===== src/rtl/line_edit_buffer.sv =====
// Single-line text editor fed by one-cycle ASCII pulses: printable chars, backspace and enter,
// with a ready/ack handoff of the finished line followed by a cell-by-cell clear.
module line_edit_buffer #(
  parameter int LINE_LEN = 32,
  parameter int ADDR_W   = 5
) (
  input  logic              clk,
  input  logic              rst,
  input  logic [7:0]        char_in,
  input  logic              char_valid,
  input  logic [ADDR_W-1:0] rd_addr,
  output logic [7:0]        rd_data,
  output logic [ADDR_W:0]   length,
  output logic              line_ready,
  input  logic              line_ack,
  output logic              busy,
  output logic              overflow
);

  typedef enum logic [1:0] {
    EDIT  = 2'd0,
    HOLD  = 2'd1,
    CLEAR = 2'd2
  } state_t;

  localparam logic [ADDR_W:0]   LEN_MAX  = (ADDR_W+1)'(LINE_LEN);
  localparam logic [ADDR_W-1:0] LAST_IDX = ADDR_W'(LINE_LEN - 1);

  state_t            state;
  state_t            next_state;
  logic [7:0]        cells [LINE_LEN];
  logic [ADDR_W-1:0] clr_idx;
  logic [ADDR_W-1:0] wr_idx;
  logic [ADDR_W-1:0] bs_idx;
  logic              is_printable;
  logic              is_backspace;
  logic              is_enter;

  assign is_printable = (char_in >= 8'h20) && (char_in <= 8'h7E);
  assign is_backspace = (char_in == 8'h08);
  assign is_enter     = (char_in == 8'h0D);
  assign wr_idx       = length[ADDR_W-1:0];
  // Wraps correctly when length == 2**ADDR_W: low bits are zero, so minus one lands on the last cell.
  assign bs_idx       = length[ADDR_W-1:0] - ADDR_W'(1);

  always_ff @(posedge clk or posedge rst) begin
    if (rst) begin
      state <= EDIT;
    end else begin
      state <= next_state;
    end
  end

  always_comb begin
    next_state = state;
    case (state)
      EDIT:    if (char_valid && is_enter) next_state = HOLD;
      HOLD:    if (line_ack) next_state = CLEAR;
      CLEAR:   if (clr_idx == LAST_IDX) next_state = EDIT;
      default: next_state = EDIT;
    endcase
  end

  always_ff @(posedge clk or posedge rst) begin
    if (rst) begin
      for (int i = 0; i < LINE_LEN; i++) begin
        cells[i] <= 8'h00;
      end
      length   <= '0;
      overflow <= 1'b0;
      clr_idx  <= '0;
    end else begin
      case (state)
        EDIT: begin
          if (char_valid) begin
            if (is_printable) begin
              if (length < LEN_MAX) begin
                cells[wr_idx] <= char_in;
                length        <= length + (ADDR_W+1)'(1);
              end else begin
                overflow <= 1'b1;
              end
            end else if (is_backspace && (length != '0)) begin
              cells[bs_idx] <= 8'h00;
              length        <= length - (ADDR_W+1)'(1);
            end
          end
        end
        HOLD: begin
          if (line_ack) begin
            length  <= '0;
            clr_idx <= '0;
          end
        end
        CLEAR: begin
          cells[clr_idx] <= 8'h00;
          clr_idx        <= clr_idx + ADDR_W'(1);
          if (clr_idx == LAST_IDX) begin
            overflow <= 1'b0;
          end
        end
        default: ;
      endcase
    end
  end

  assign line_ready = (state == HOLD);
  assign busy       = (state != EDIT);
  assign rd_data    = ({1'b0, rd_addr} < LEN_MAX) ? cells[rd_addr] : 8'h00;

endmodule

===== config.mk =====
export PLATFORM = sky130hd
export DESIGN_NAME = line_edit_buffer
export DESIGN_NICKNAME = d
export VERILOG_FILES = /design/src/rtl/line_edit_buffer.sv
export SDC_FILE = /design/constraint.sdc
export NUM_CORES = 1
export LEC_CHECK = 0
export CORE_MARGIN = 3
export CORE_UTILIZATION = 45
export CTS_BUF_LIST = sky130_fd_sc_hd__clkbuf_16
export CTS_CLUSTER_SIZE = 28
export DETAILED_ROUTE_END_ITERATION = 10
export PLACE_DENSITY = 0.7
export SLEW_MARGIN = 20
export SYNTH_ARGS = -nofsm -noshare
export SYNTH_HDL_FRONTEND = slang
export SYNTH_SLANG_ARGS = --single-unit

===== constraint.sdc =====
create_clock -name clk -period 15.1 [get_ports clk]
set_input_delay 3.775 -clock clk [delete_from_list [all_inputs] [get_ports clk]]
set_output_delay 3.775 -clock clk [all_outputs]
set_load 0.02 [all_outputs]

==> metrics.csv <==
stage,metric,value,unit
run_status,outcome,"complete, no violations",
grt,Congestion Overflow GR,0,
route,Avg WL per Cell,25.9,um
setup_path,endpoint class of the critical path,primary output,
sta,"Hold Vio Cnt, Final",0,
layout,area of all placed cells without fillers,15000,um2
route,vias post-DR,9726,
cts,Skew-Pair Late Insertion Delay,570,ps
synth,post-synth net total,1100,
synth,sequential element share of the synthesized area,0.500,
setup_path,buffers and inverters on the worst path,3,
power_and_ir_drop,proportion of power drawn by flip-flops and latches,0.424,
setup_path,cell-by-cell trace of the critical path,buf_4 -> buf_4 -> mux4_2 -> mux2i_1 -> a22o_1 -> a221oi_1 -> clkdlybuf4s50_1,
setup_path,crit-path max cell delay,700,ps
setup_path,endpoint of the most critical register-to-register path,cells[202]$_DFFE_PP0P_,
setup_path,number of cell instances on the worst register-to-register path,5,
synth,dominant register cell in the synthesized netlist,sky130_fd_sc_hd__dfrtp_1,
route,Final ANT Viol Nets,0,
layout,Antenna diodes,0,
grt,global-route wire length before repair,60.2,mm
setup_path,flop2flop setup slack,11810,ps
die,total core area,29200,um2
sta,Tightest Pin Transition,1130,ps
layout,fin util,0.515,
sta,post-route clock period utilization,0.690,
cts,count of hold buffers inserted by post-cts repair,0,
power_and_ir_drop,"IR drop worst, VDD",0.0986,mV
power_and_ir_drop,clock share of power,0.269,
cts,number of gates resized after cts,0,
min_path,Hold Startpoint,cells[247]$_DFFE_PP0P_,
sta,Finish-stage setup viols,0,
setup_path,Worst Setup Path Type,primary input to primary output,
cts,CTS root buf,sky130_fd_sc_hd__clkbuf_16,
die,Initial Utilization,0.463,
grt,via count of the first global-routing pass,9951,
power_and_ir_drop,switching part of the total power,0.344,
grt,Overall Global Routing Usage,0.242,
setup_path,Critical Path Slowest Stage Cell,sky130_fd_sc_hd__buf_4,
cts,number of buffers on the longest clock path,3,
sta,setup repair after global routing missed its margin,no,
place,final weighted congestion in routability-driven placement,0.911,
cts,number of clock sinks,270,
sta,Final Max Slew Viols,0,
synth,cell type with the largest total area after synthesis,sky130_fd_sc_hd__dfrtp_1,
place,placed cells,1426,
min_path,cell depth of the worst hold path,1,
sta,Max Clk Rate,96.0,MHz
synth,Synth Area per Inst,12.6,um2
route,Vias/cell,6.58,
die,vertical extent of the die,179,um
grt,largest net degree at the start of global routing,141,
grt,antenna violations before repair,0,
layout,relative area change from synthesis to final layout,11.1,%
setup_path,element type at the critical path start,primary input,
die,DIE AREA,32200,um2
sta,setup clock skew after layout,16.1,ps
layout,"count of placed standard cells in the final layout, fillers left out",1479,
synth,share of synthesized flip-flops with an asynchronous set or reset,1.00,
synth,count of synthesis-stage warnings from yosys,0,
synth,number of enable flip-flop cells after synthesis,0,
setup_path,largest fanout of any net on the critical path,42,
route,drt first-iter violations,1063,
flow_run,number of max-cap violations,0,
cts,Max H-tree Level,1,
synth,count of state elements after synthesis,270,
sta,aggregate negative setup slack,0,ps
place,half-perimeter wire length after detailed placement,25.3,mm
place,number of buffers added on ports,33,
die,std cell rows,62,
route,first-pass iteration count of the detailed router,6,
setup_path,FF-to-FF Start,length[5]$_DFFE_PP0P_,
place,placed inst area,14100,um2
sta,minimum hold slack,478,ps
min_path,Min-Delay Path Class,flop to flop,
layout,fraction of layout cells with a size suffix above 1,0.164,
die,die span in x,179,um
power_and_ir_drop,Comb power frac,0.307,
power_and_ir_drop,Pwr per Cell Area,180,nW/um2
cts,post-CTS repair timing setup buffer count,0,
min_path,hold endpoint,cells[247]$_DFFE_PP0P_,
layout,number of fill cells,2507,
die,count of boundary I/O pins,34,
route,# DRC,0,
route,wire length after detailed routing,38.4,mm
sta,max-slew headroom at the worst pin,0.249,
power_and_ir_drop,internal power of the cells,1.77,mW
cts,clock tree from TritonCTS,yes,
sta,post-layout minimum cycle time,10420,ps
power_and_ir_drop,leakage power,6.55,nW
setup_path,cell repeated most along the worst path,sky130_fd_sc_hd__buf_4,
layout,"Net count, final",1101,
layout,"commonest cells after routing, fill and taps aside","sky130_fd_sc_hd__dfrtp_1 (270), sky130_fd_sc_hd__a22o_1 (174), sky130_fd_sc_hd__mux4_2 (64)",
synth,number of unique standard cell types used by synthesis,73,
synth,area fraction of the dominant cell type after synthesis,0.500,
setup_path,data arrival time of the critical path,6650,ps
synth,number of instances in the synthesized netlist,1072,
synth,Syn Std Cell Area,13500,um2
cts,Worst-path clk slew,60,ps
layout,most common library cell in the layout ignoring fill and taps,sky130_fd_sc_hd__dfrtp_1,
cts,total clock buffers created by CTS,29,
power_and_ir_drop,reported net switching power,0.928,mW
setup_path,largest delay contributor family on the critical path,buffers and inverters,
setup_path,data required time of the worst path,11320,ps
synth,most area-consuming cells after synthesis,"sky130_fd_sc_hd__dfrtp_1 (50%), sky130_fd_sc_hd__a22o_1 (11%), sky130_fd_sc_hd__mux4_2 (11%)",
==> cells in the mapped netlist, types with 5 or more instances <==
library cell                instances
sky130_fd_sc_hd__nor2_1            62
sky130_fd_sc_hd__a221oi_1           8
sky130_fd_sc_hd__and2_1            32
sky130_fd_sc_hd__o22ai_1           34
sky130_fd_sc_hd__buf_2             27
sky130_fd_sc_hd__buf_4             11
sky130_fd_sc_hd__o21ai_0            5
sky130_fd_sc_hd__mux2_2             5
sky130_fd_sc_hd__nand3_1           14
sky130_fd_sc_hd__nor3_1            15
sky130_fd_sc_hd__nor2b_1           13
sky130_fd_sc_hd__o32ai_2            6
sky130_fd_sc_hd__o211ai_1           5
sky130_fd_sc_hd__ha_1              10
sky130_fd_sc_hd__buf_1              9
sky130_fd_sc_hd__nand2b_1           9
sky130_fd_sc_hd__inv_1             35
sky130_fd_sc_hd__clkbuf_1          27
sky130_fd_sc_hd__dfrtp_1          270
sky130_fd_sc_hd__nor2_2             9
sky130_fd_sc_hd__nand2_1           32
sky130_fd_sc_hd__o32a_4             9
sky130_fd_sc_hd__a21oi_2            6
sky130_fd_sc_hd__a22o_1           174
sky130_fd_sc_hd__a31oi_1            6
sky130_fd_sc_hd__and3_1            16
sky130_fd_sc_hd__mux4_2            64
sky130_fd_sc_hd__mux2i_1           45
sky130_fd_sc_hd__a21oi_1           19
sky130_fd_sc_hd__o2bb2ai_1         27
==> per-layer routing <==
metal  routed length (um)  GRT usage  share of wire  up-vias
li1                     -          -              -     4171
met1                15900      0.331           0.41     5002
met2                17800      0.379           0.46      446
met3                 3220     0.0567          0.084      107
met4                 1430     0.0909          0.037        0
met5                    0          0              0        -
==> cells by family (layout without fill, tap and decap cells) <==
kind of cell	count (synthesis)	after routing	share of synthesized area
AOI/OAI and AO/OA	329	329	0.214
xor gates and xnor gates	4	4	0.00259
and+or+nand+nor	232	232	0.0913
muxes	114	114	0.144
buffers and inverters	112	135	0.0378
adders and majority gates	11	11	0.0107
DFF	270	270	0.500
==> metrics by stage <==
stage | worst slack (ps) | power, mW
3_3_place_gp | 4630 | 1.94
4_1_cts | 4560 | 2.69
5_1_grt | 4450 | 2.83
6_report | 4680 | 2.70
2_1_floorplan | 3890 | 1.72
3_5_place_dp | 4560 | 1.97
==> worst max-delay path by stage <==
stage | start | end | slack [ps] | cells past startpoint
2_1_floorplan | rst | cells[0]$_DFFE_PP0P_ | 3890 | 1
6_report | rd_addr[0] | rd_data[6] | 4680 | 7
3_5_place_dp | rd_addr[0] | rd_data[6] | 4560 | 7
4_1_cts | rd_addr[0] | rd_data[6] | 4560 | 7
5_1_grt | rd_addr[0] | rd_data[6] | 4450 | 7
3_3_place_gp | rd_addr[0] | rd_data[4] | 4630 | 7
==> power groups by stage <==
stage | Clock [mW] | Sequential, mW | Combinational [mW]
3_5_place_dp | 0 | 1.15 | 0.821
4_1_cts | 0.731 | 1.14 | 0.824
5_1_grt | 0.763 | 1.17 | 0.891
3_3_place_gp | 0 | 1.14 | 0.800
6_report | 0.726 | 1.15 | 0.829
2_1_floorplan | 0 | 1.08 | 0.645
==> state kept, by name, indices dropped and copies added, names as in the netlist <==
name and cells:
overflow 1, cells 256, length 6, state 2
clr_idx 5
==> final cells by class <==
type | count | area [um2] | share of cell area
sequential | 270 | 6760 | 0.450
multi-input combinational | 690 | 6260 | 0.417
clock buffer | 29 | 726 | 0.0483
tap | 384 | 480 | 0.0320
timing repair buffer | 46 | 415 | 0.0277
clock inverter | 24 | 233 | 0.0155
inverter | 36 | 143 | 0.00950
Power figures use the tool's default switching activity.
